`src/rtl/cwp_pkg.sv`:
```
// Shared types and constants for the current-window-pointer unit.
package cwp_pkg;

  localparam int unsigned NWIN_DEFAULT = 8;
  localparam int unsigned NWIN_MIN     = 2;
  localparam int unsigned NWIN_MAX     = 32;

  typedef enum logic [0:0] {
    IDLE = 1'b0,
    PEND = 1'b1
  } cwp_state_e;

endpackage

```
`src/rtl/cwp_modstep.sv`:
```
// Modulo-NWIN increment/decrement of a window pointer; correct for non-power-of-two NWIN.
module cwp_modstep #(
  parameter  int unsigned NWIN = 8,
  localparam int unsigned CWPW = $clog2(NWIN)
) (
  input  logic [CWPW-1:0] cwp_i,
  output logic [CWPW-1:0] cwp_p1_c,
  output logic [CWPW-1:0] cwp_m1_c
);

  localparam logic [CWPW-1:0] LAST = CWPW'(NWIN - 1);

  // Explicit wrap at the ends instead of relying on 2^CWPW overflow.
  always_comb begin
    cwp_p1_c = (cwp_i == LAST) ? '0 : cwp_i + CWPW'(1);
    cwp_m1_c = (cwp_i == '0) ? LAST : cwp_i - CWPW'(1);
  end

endmodule

```
`src/rtl/cwp_window_unit.sv`:
```
// Current window pointer with SAVE/RESTORE stepping, trap entry and direct write.
// Window overflow/underflow trap checking is built only when CWP_TRAP_CHECK_EN is defined.
module cwp_window_unit
  import cwp_pkg::*;
#(
  parameter  int unsigned NWIN = NWIN_DEFAULT,
  localparam int unsigned CWPW = $clog2(NWIN)
) (
  input  logic            clk,
  input  logic            rst_n,
  input  logic            save_i,
  input  logic            restore_i,
  input  logic            trap_entry_i,
  input  logic            wrcwp_vld_i,
  input  logic [CWPW-1:0] wrcwp_data_i,
  input  logic [NWIN-1:0] wim_i,
  input  logic            trap_ack_i,
  output logic [CWPW-1:0] cwp_o,
  output logic [CWPW-1:0] cwp_p1_o,
  output logic [CWPW-1:0] cwp_m1_o,
  output logic            ovf_o,
  output logic            unf_o,
  output logic            trap_pend_o,
  output logic            err_o
);

  if ((NWIN < NWIN_MIN) || (NWIN > NWIN_MAX)) begin : g_bad_nwin
    $error("cwp_window_unit: NWIN out of legal range 2..32");
  end

  localparam logic [CWPW:0] NWIN_EXT = (CWPW+1)'(NWIN);

  logic [CWPW-1:0] cwp_q, cwp_d;
  logic            err_q, err_d;
  logic            ovf_d, unf_d;
  logic [CWPW-1:0] cwp_p1_c, cwp_m1_c;
  logic            wr_in_range_c;
  logic            idle_c;
  logic            save_trap_c, restore_trap_c;

  cwp_modstep #(.NWIN(NWIN)) u_modstep (
    .cwp_i    (cwp_q),
    .cwp_p1_c (cwp_p1_c),
    .cwp_m1_c (cwp_m1_c)
  );

  assign wr_in_range_c = ({1'b0, wrcwp_data_i} < NWIN_EXT);

  // Priority: direct write > trap entry > save/restore (latter only when no trap is pending).
  always_comb begin
    cwp_d = cwp_q;
    err_d = 1'b0;
    ovf_d = 1'b0;
    unf_d = 1'b0;
    if (wrcwp_vld_i) begin
      if (wr_in_range_c) cwp_d = wrcwp_data_i;
      else               err_d = 1'b1;
    end else if (trap_entry_i) begin
      cwp_d = cwp_m1_c;
    end else if (idle_c) begin
      if (save_i && restore_i) begin
        err_d = 1'b1;
      end else if (save_i) begin
        if (save_trap_c) ovf_d = 1'b1;
        else             cwp_d = cwp_m1_c;
      end else if (restore_i) begin
        if (restore_trap_c) unf_d = 1'b1;
        else                cwp_d = cwp_p1_c;
      end
    end
  end

  always_ff @(posedge clk or negedge rst_n) begin
    if (!rst_n) begin
      cwp_q <= '0;
      err_q <= 1'b0;
    end else begin
      cwp_q <= cwp_d;
      err_q <= err_d;
    end
  end

  assign cwp_o    = cwp_q;
  assign cwp_p1_o = cwp_p1_c;
  assign cwp_m1_o = cwp_m1_c;
  assign err_o    = err_q;

`ifdef CWP_TRAP_CHECK_EN
  cwp_state_e state_q, state_d;
  logic       ovf_q, unf_q;

  assign idle_c         = (state_q == IDLE);
  assign save_trap_c    = wim_i[cwp_m1_c];
  assign restore_trap_c = wim_i[cwp_p1_c];

  always_ff @(posedge clk or negedge rst_n) begin
    if (!rst_n) begin
      state_q <= IDLE;
      ovf_q   <= 1'b0;
      unf_q   <= 1'b0;
    end else begin
      state_q <= state_d;
      ovf_q   <= ovf_d;
      unf_q   <= unf_d;
    end
  end

  // A pending trap only clears on handler acknowledge.
  always_comb begin
    state_d = state_q;
    case (state_q)
      IDLE:    if (ovf_d || unf_d) state_d = PEND;
      PEND:    if (trap_ack_i)     state_d = IDLE;
      default: state_d = IDLE;
    endcase
  end

  always_comb begin
    trap_pend_o = (state_q == PEND);
    ovf_o       = ovf_q;
    unf_o       = unf_q;
  end
`else
  logic unused_c;

  assign idle_c         = 1'b1;
  assign save_trap_c    = 1'b0;
  assign restore_trap_c = 1'b0;
  assign unused_c       = ^{wim_i, trap_ack_i, ovf_d, unf_d};

  assign trap_pend_o = 1'b0;
  assign ovf_o       = 1'b0;
  assign unf_o       = 1'b0;
`endif

endmodule

```
`config.mk`:
```
export PLATFORM = sky130hd
export DESIGN_NAME = cwp_window_unit
export DESIGN_NICKNAME = d
export VERILOG_FILES = /design/src/rtl/cwp_pkg.sv /design/src/rtl/cwp_modstep.sv /design/src/rtl/cwp_window_unit.sv
export SDC_FILE = /design/constraint.sdc
export NUM_CORES = 1
export LEC_CHECK = 0
export BUFFER_PORTS_ARGS = -buffer_cell sky130_fd_sc_hd__buf_2
export CAP_MARGIN = 20
export CELL_PAD_IN_SITES_DETAIL_PLACEMENT = 1
export CELL_PAD_IN_SITES_GLOBAL_PLACEMENT = 1
export CORE_MARGIN = 4
export CORE_UTILIZATION = 25
export CTS_CLUSTER_SIZE = 28
export DETAILED_ROUTE_END_ITERATION = 10
export PLACE_DENSITY = 0.84
export SLEW_MARGIN = 20
export SYNTH_ARGS = -nofsm -noshare
export SYNTH_HDL_FRONTEND = slang
export SYNTH_SLANG_ARGS = --single-unit
```
`constraint.sdc`:
```
create_clock -name clk -period 4.2 [get_ports clk]
set_clock_uncertainty 0.05 [all_clocks]
set_input_delay 0.42 -clock clk [delete_from_list [all_inputs] [get_ports clk]]
set_output_delay 0.42 -clock clk [all_outputs]
set_load 0.005 [all_outputs]
```
; Word level (Yosys, flattened, before mapping)
; Index checks and enable logic that the tools add are counted.
[totals]
latch_bits = 0
input_bits = 18
mem_bits_ro = 0
ram_bits = 0
output_inout_bits = 13
reg_bits = 4
mem_count = 0
wordCells = 20
[op_classes]
mul = 0
div = 0
n_eq_ne = 2
reduce_logical = 4
shifts = 0
muxes = 10
magnitude_cmp = 0
n_bitwise = 0
add_sub_neg = 2
[op_table]
columns = op, count
row1 = 3-bit two-way mux, 7
row2 = 4-bit nonzero test, 1
row3 = 3-bit by 1-bit adder with 3-bit output (second input constant), 1
row4 = 3-bit == test (second input constant), 1
row5 = 3-bit logical NOT, 1
row6 = 1-bit two-way mux, 3
row7 = 3-bit inequality test (second input constant), 1
row8 = 3-bit by 1-bit subtractor with 3-bit output (second input constant), 1
row9 = 2-bit AND reduction, 1
row10 = 1-bit logical AND, 1

; Longest topological paths before layout
; Gate-level depths: netlist (run 1).
[depth]
depth_word = 7
depth_mapped = 6
ltp_nobuf = 6

; Modules after synthesis
; A second synthesis (run 1) with hierarchy kept.
[unflattened]
hier_cells = 41
hier_area_um2 = 369.1
[by_module_without_submodules]
columns = mod, instances, area_per_inst_um2, cells_per_inst, seq_area_each_um2
row1 = cwp_window_unit, 1, 277.8, 28, 100.1
row2 = cwp_modstep, 1, 91.3, 13, 0.0

; Least setup slack after synthesis (run 1)
; Ideal clock, no wire load.
[synth_path]
path_type = register to register
start = register cwp_q[0] (netlist: cwp_o[0])
end = register cwp_q[2] (netlist: cwp_o[2])
t_arrival_ns = 1.401
setup_slack_ns = 2.605
n_path_buf = 0
setup_ns = 0.144
required_ns = 4.006
path_stages_with_launch = 7
period_less_slack_ns = 1.595
cell_sequence = dfrtp_1 inv_1 ha_1 nor3_1 a211oi_2 a2111oi_2 a221oi_2
[synth_between]
elab_chain_cells = 7
word_cells_on_any_way = 11
classes_between = 2 x add/sub / 1 x eq/ne / 7 x mux / 1 x reduce/logical
[synth_lines]
columns = item, line
row1 = start: declaration, cwp_window_unit.sv:33  ; logic [CWPW-1:0] cwp_q, cwp_d;
row2 = start signal: assignment, cwp_window_unit.sv:78  ; cwp_q <= cwp_d;
row3 = 3-bit by 1-bit adder with 3-bit output or 3-bit == test (tied branches), cwp_modstep.sv:15  ; cwp_p1_c = (cwp_i == LAST) ? '0 : cwp_i + CWPW'(1);
row4 = 3-bit two-way mux, cwp_modstep.sv:15
row5 = 3-bit two-way mux, cwp_window_unit.sv:66  ; end else if (restore_i) begin
row6 = 3-bit two-way mux, cwp_window_unit.sv:63  ; end else if (save_i) begin
row7 = 3-bit two-way mux, cwp_window_unit.sv:61  ; if (save_i && restore_i) begin
row8 = 3-bit two-way mux (*), cwp_window_unit.sv:58  ; end else if (trap_entry_i) begin
row9 = 3-bit two-way mux (*), cwp_window_unit.sv:55  ; if (wrcwp_vld_i) begin
; Mark *: on every way between the ends. The rest lies on a longest branch, timed or not. The select of a mux whose other input is x is not followed.
; A chain may end at the register's enable or synchronous reset.

; Final worst setup path (run 1)
[layout_path]
start = register cwp_q[0] (netlist: cwp_o[0])
end = output cwp_m1_o[2]
[layout_between]
elab_chain_cells = 2
word_cells_on_any_way = 3
classes_between = 1 x add/sub / 1 x mux / 1 x reduce/logical
[layout_lines]
columns = item, line
row1 = 3-bit by 1-bit subtractor with 3-bit output or 3-bit logical NOT (tied branches), cwp_modstep.sv:16  ; cwp_m1_c = (cwp_i == '0) ? LAST : cwp_i - CWPW'(1);
row2 = 3-bit two-way mux (*), cwp_modstep.sv:16
row3 = end: declaration, cwp_window_unit.sv:20  ; output logic [CWPW-1:0] cwp_m1_o,
; Mark *: on every way between the ends. The rest lies on a longest branch, timed or not.

==> impl_metrics.ini, run 1 <==
[synthesis]
ys_warn_count = 0
seq_area_frac_synth_pct = 27.8
synth-compound-area-share_pct = 22.2
synthCells = 42
muxShareOfSynthArea_pct = 0
yosys.area_share.xor_xnor_pct = 2.43
syn_area_um2 = 360
yosys.area_share.simple_pct = 22.2
synth_cell_types = 18
synth_top_family_by_area = compound AO/OA/AOI/OAI gates
synthAdderAreaFrac_pct = 13.9
syn_avg_cell_area_um2 = 8.58
ys_seq_elements = 4

[grt]
grt_pass1_vias = 362
grt_usage_pct = 9.49
grt_start_max_net_pins = 9
overflow = 0
antenna_found_initial = 0
grt_pass1_wl_um = 1450

[detailed_routing]
drc_errors = 0
via_per_inst = 4.72
dr.pass1.iters = 4
routed_wirelength_um = 883
final_antenna_net_count = 0
num_vias = 368
drtIter0Drc = 1
wl_per_cell_um = 11.3

[setup_path]
crit_required_ps = 3730
r2r_slack_ps = 2480
crit_arrival_ps = 1490
cp-start-kind = register
endpoint = cwp_m1_o[2]
crit_type = register to output pin
endpoint_kind = output pin
cp_max_fo = 7
r2r-start = cwp_o[0]$_DFFE_PN0P_
ff2ff_path_depth = 6
cp-startpoint = cwp_o[0]$_DFFE_PN0P_
r2r_end = cwp_o[2]$_DFFE_PN0P_

[power_and_ir_drop]
leakagePower_nw = 0.253
finalPower_uw = 184
p_int_uw = 118
irDropWorstVdd_v = 0.000133
clkPwrFrac_pct = 25.4
p_seq_share_pct = 28.5
switching_share_pct = 36.0
combinationalPowerShare_pct = 46.2
p_per_area_nw_per_um2 = 379
p_switching_uw = 66.5

[finish]
post_route_cells_drive_above_1_share_pct = 39.7
nFillCells = 175
finalNetCount = 87
antenna_cells = 0
fin_cells = 78
syn2layout_area_growth_pct = 35.1

[placement]
hpwlAfterDp_um = 735
gp_congestion = 0.691
place_inst = 74
port_buffers = 18

[clock_tree]
htree_levels = 1
cts_buffer_depth = 2
clk_latency_ps = 230
path_clk_slew_ps = 40
cts_tree = done
cts_made_buffers = 3
post_cts_resize_count = 0
root_buffer = clkbuf_4
cts.sinks = 4

[floorplanning]
die_h_um = 46.0
core_um2 = 1330
die_area_um2 = 2110
initial_utilization_pct = 27.0
die_x_um = 46.0
row_count = 13
io_pins = 31

[sta]
setup_viol_count_final = 0
max_freq_mhz = 510
hold_viol_final = 0
drv_slew = 0
period_share_pct = 46.7
rsz0062_at_grt = false
fin_crit_ps = 1960
setup_tns_ps = 0

[run_status]
status = finished clean

[worst_hold_path]
hold_depth = 2
hp-class = primary input to register

[run]
cap_violations = 0
==> timing repair <==
action | in CTS | in global routing
hold buffers | 1 | 0
buffers inserted | 0 | 0
hold endpoints to repair | 4 | 0
==> critical path: stages, from the launching register on <==
cell     delay (ps)
dfrtp_1         450
inv_1           100
ha_1            220
nor3_1          290
a21oi_1          70
buf_2           140
==> cell families (layout without fill, tap and decap cells) <==
group | Yosys count | in the layout
other | 1 | 3
and+or+nand+nor | 16 | 16
adders and majority gates | 4 | 4
xor gates and xnor gates | 1 | 1
AOI/OAI and AO/OA | 9 | 9
buffers and inverters | 7 | 26
DFF | 4 | 4
==> state kept, by name (all words and copies together) (netlist names) <==
register / count
err_o: 1
cwp_o: 3
==> placed cells by master, fill, tap and decap left out <==
cell type / n
dfrtp_1: 4
a2111oi_2: 1
nor2_1: 3
nand2_1: 5
a211oi_1: 1
a211oi_2: 1
buf_2: 18
dlygate4sd3_1: 1
nand2b_1: 1
ha_1: 4
nor3_2: 1
a221oi_2: 1
nor3_1: 3
nor2b_1: 3
a21oi_1: 3
inv_1: 4
clkbuf_4: 3
xor2_1: 1
conb_1: 3
o31ai_1: 2
==> area by class of cell <==
cell class / count / area [um2] / area share (%)
Multi-Input combinational cell: 33 / 230 / 47.3
Sequential cell: 4 / 100 / 20.6
Timing Repair Buffer: 19 / 100 / 20.6
Inverter: 4 / 15.0 / 3.08
Tap cell: 15 / 18.8 / 3.86
Clock buffer: 3 / 22.5 / 4.63
==> per-stage QoR <==
| step | setup slack (ps) | area, um2 | utilization, % | hold WS (ps) |
|---|---|---|---|---|
| finish | 2240 | 487 | 36.5 | 338 |
| floorplan | 2600 | 368 | - | 74.4 |
| global route | 2100 | 487 | 36.5 | 333 |
| CTS | 2200 | 487 | 36.5 | 331 |
| detailed placement | 2440 | 454 | 34.1 | 179 |
| global placement | 2510 | 454 | 34.1 | 177 |
==> power groups by stage <==
stage	registers (mW)	clock network, mW	logic [mW]
6_report	0.0525	0.0468	0.0852
5_1_grt	0.0544	0.0511	0.0982
4_1_cts	0.0529	0.0487	0.0878
3_5_place_dp	0.0533	0	0.0857
3_3_place_gp	0.0529	0	0.0835
2_1_floorplan	0.0522	0	0.0512
==> routing by layer <==
layer  up-vias  part of all wire [%]  global-route usage [%]
li1        181                     -                       -
met1       171                    39                    10.8
met2        16                    49                    15.4
met3         0                    12                    4.35
met4         0                     0                    3.41
met5         -                     0                       0
==> worst min path at each step <==
| stage | from | end | slack [ps] |
|---|---|---|---|
| CTS | trap_entry_i | err_o$_DFF_PN0_ | 330 |
| floorplan | rst_n | cwp_o[0]$_DFFE_PN0P_ | 70 |
| finish | trap_entry_i | err_o$_DFF_PN0_ | 340 |
| global route | trap_entry_i | err_o$_DFF_PN0_ | 330 |
| detailed placement | rst_n | err_o$_DFF_PN0_ | 180 |
| global placement | rst_n | err_o$_DFF_PN0_ | 180 |
==> synthesized netlist by cell type <==
| cell type | count | area, um2 |
|---|---|---|
| a2111oi_2 | 1 | 15.0 |
| a211oi_1 | 1 | 7.51 |
| a211oi_2 | 1 | 12.5 |
| a21oi_1 | 3 | 15.0 |
| a221oi_2 | 1 | 15.0 |
| buf_4 | 3 | 22.5 |
| conb_1 | 1 | 3.75 |
| dfrtp_1 | 4 | 100 |
| ha_1 | 4 | 50.1 |
| inv_1 | 4 | 15.0 |
| nand2_1 | 5 | 18.8 |
| nand2b_1 | 1 | 6.26 |
| nor2_1 | 3 | 11.3 |
| nor2b_1 | 3 | 18.8 |
| nor3_1 | 3 | 15.0 |
| nor3_2 | 1 | 10.0 |
| o31ai_1 | 2 | 15.0 |
| xor2_1 | 1 | 8.76 |
(Power assumes the default switching activity.)
==> inputs of run 2 (changes only) <==
- CORE_UTILIZATION: 25 -> 21
- PLACE_DENSITY: 0.84 -> 0.75
- clock period: 4.2 -> 1.75 ns (I/O delays scaled with it)
==> run 2 against run 1 <==
  * Global-route usage fell by 0.74 points
  * Cell count up 2.6%
  * Worst setup slack worse by 2100 ps
  * Total power rose to 2.5 times the previous value
  * Clock power rose to 2.6 times the previous value
  * Utilization fell by 4.4 points
  * Sequential power grew 130%
  * Critical path depth is 1 lower
  * Cell area rose by 2.8%
==> impl_metrics.ini, run 2 (synthesis results as in run 1) <==
[setup_path]
r2r-start = cwp_o[0]$_DFFE_PN0P_
crit_required_ps = 1520
slowest_delay_ps = 390
cp_max_fo = 3
path_common_cell = ha_1
cp-start-kind = register
crit_family = adder cells
crit_type = register to output pin
cp-startpoint = cwp_o[0]$_DFFE_PN0P_
critical_path_buf_inv_count = 1
crit_arrival_ps = 1380
endpoint_kind = output pin
cp_slowest_cell = dfrtp_1
crit_chain = ha_1, ha_1, nor2b_1, buf_2

[worst_hold_path]
hp-class = primary input to register
min_from = trap_entry_i

[run_status]
status = finished clean

[detailed_routing]
wl_per_cell_um = 12.7
via_per_inst = 4.76
drtIter0Drc = 0
dr.pass1.iters = 1
drc_errors = 0
num_vias = 381
routed_wirelength_um = 1020
final_antenna_net_count = 0

[floorplanning]
die_h_um = 49.4
initial_utilization_pct = 23.1
row_count = 14
die_x_um = 49.4
io_pins = 31
core_um2 = 1560
die_area_um2 = 2440

[clock_tree]
cts_buffer_depth = 2
cts.sinks = 4
root_buffer = clkbuf_4
cts_made_buffers = 3
post_cts_buffers = 0
htree_levels = 1
path_clk_slew_ps = 40
clk_latency_ps = 240
cts_tree = done

[sta]
drv_slew = 0
max_freq_mhz = 625
setup_viol_count_final = 0
setup_tns_ps = 0
rsz0062_at_grt = false
fin_hold_ws_ps = 80.8
hold_viol_final = 0
fin_crit_ps = 1600
period_share_pct = 91.5
worst_slack_ps = 149

[run]
cap_violations = 0

[grt]
grt_start_max_net_pins = 9
antenna_found_initial = 0
grt_pass1_vias = 402
overflow = 0
grt_usage_pct = 8.75
grt_pass1_wl_um = 1660

[finish]
syn2layout_area_growth_pct = 38.9
post_route_cells_drive_above_1_share_pct = 42.2
layout_commonest_cell = buf_2
finalNetCount = 88
fin_cells = 80
antenna_cells = 0
layout_common_cells = 18 x buf_2, 5 x nand2_1, 4 x inv_1, 4 x ha_1, 4 x dfrtp_1
largest_register_ff_count = 3

[placement]
dp_slack_ps = 143
gp_congestion = 0.717
hpwlAfterDp_um = 824
place_inst = 76
port_buffers = 18

[power_and_ir_drop]
leakagePower_nw = 0.259
p_per_area_nw_per_um2 = 929
irDropWorstVdd_v = 0.000381
[run 2: cell count changes in the layout (fill, tap and decap cells not counted)]
cell    previous run  this run
buf_4              0         1
nor3_1             3         2
nor3_2             1         2
[run 2: worst paths after layout]
path                       slack, ps  cells past startpoint                   end
min reg2reg                      510                      2  cwp_o[1]$_DFFE_PN0P_
min                               80                      2       err_o$_DFF_PN0_
max                              150                      4           cwp_p1_o[1]
max in group asynchronous       1280                      2  cwp_o[0]$_DFFE_PN0P_
max reg2reg                      210                      6  cwp_o[2]$_DFFE_PN0P_
min in group asynchronous        240                      2  cwp_o[2]$_DFFE_PN0P_
[run 2: per-layer routing]
| metal | global-route usage [%] | vias to the layer above | wire, um | part of all wire, % |
|---|---|---|---|---|
| li1 | - | 184 | - | - |
| met1 | 10.3 | 176 | 432 | 43 |
| met2 | 14.7 | 18 | 486 | 48 |
| met3 | 2.14 | 3 | 82 | 8.1 |
| met4 | 4.15 | 0 | 15 | 1.5 |
| met5 | 0 | - | 0 | 0 |
[run 2: what timing repair did]
action                                  CTS  global route
endpoints found under the hold margin     4             0
resized for setup                         0             1
hold buffers                              1             0
endpoints found under the setup margin    0             2
[run 2: per-stage QoR]
step | cell area [um2] | utilization [%] | total power [mW]
final | 500 | 32.1 | 0.465
after detailed placement | 463 | 29.7 | 0.343
after CTS | 495 | 31.8 | 0.467
after global placement | 463 | 29.7 | 0.335
after floorplan | 368 | - | 0.248
after global routing | 500 | 32.1 | 0.505
[run 2: power breakdown]
group	internal (mW)	switching (mW)	total, mW
clock network	0.0771	0.0430	0.120
logic	0.107	0.114	0.222
registers	0.106	0.0168	0.123
[run 2: final cells by class]
| cell class | instances | area (um2) |
|---|---|---|
| fillers | 200 | 1060 |
| flip-flops and latches | 4 | 100 |
| well taps | 16 | 20.0 |
| repair buffers | 20 | 108 |
| clock buffers | 3 | 22.5 |
| inverters | 4 | 15.0 |
| multi-input cells | 33 | 235 |
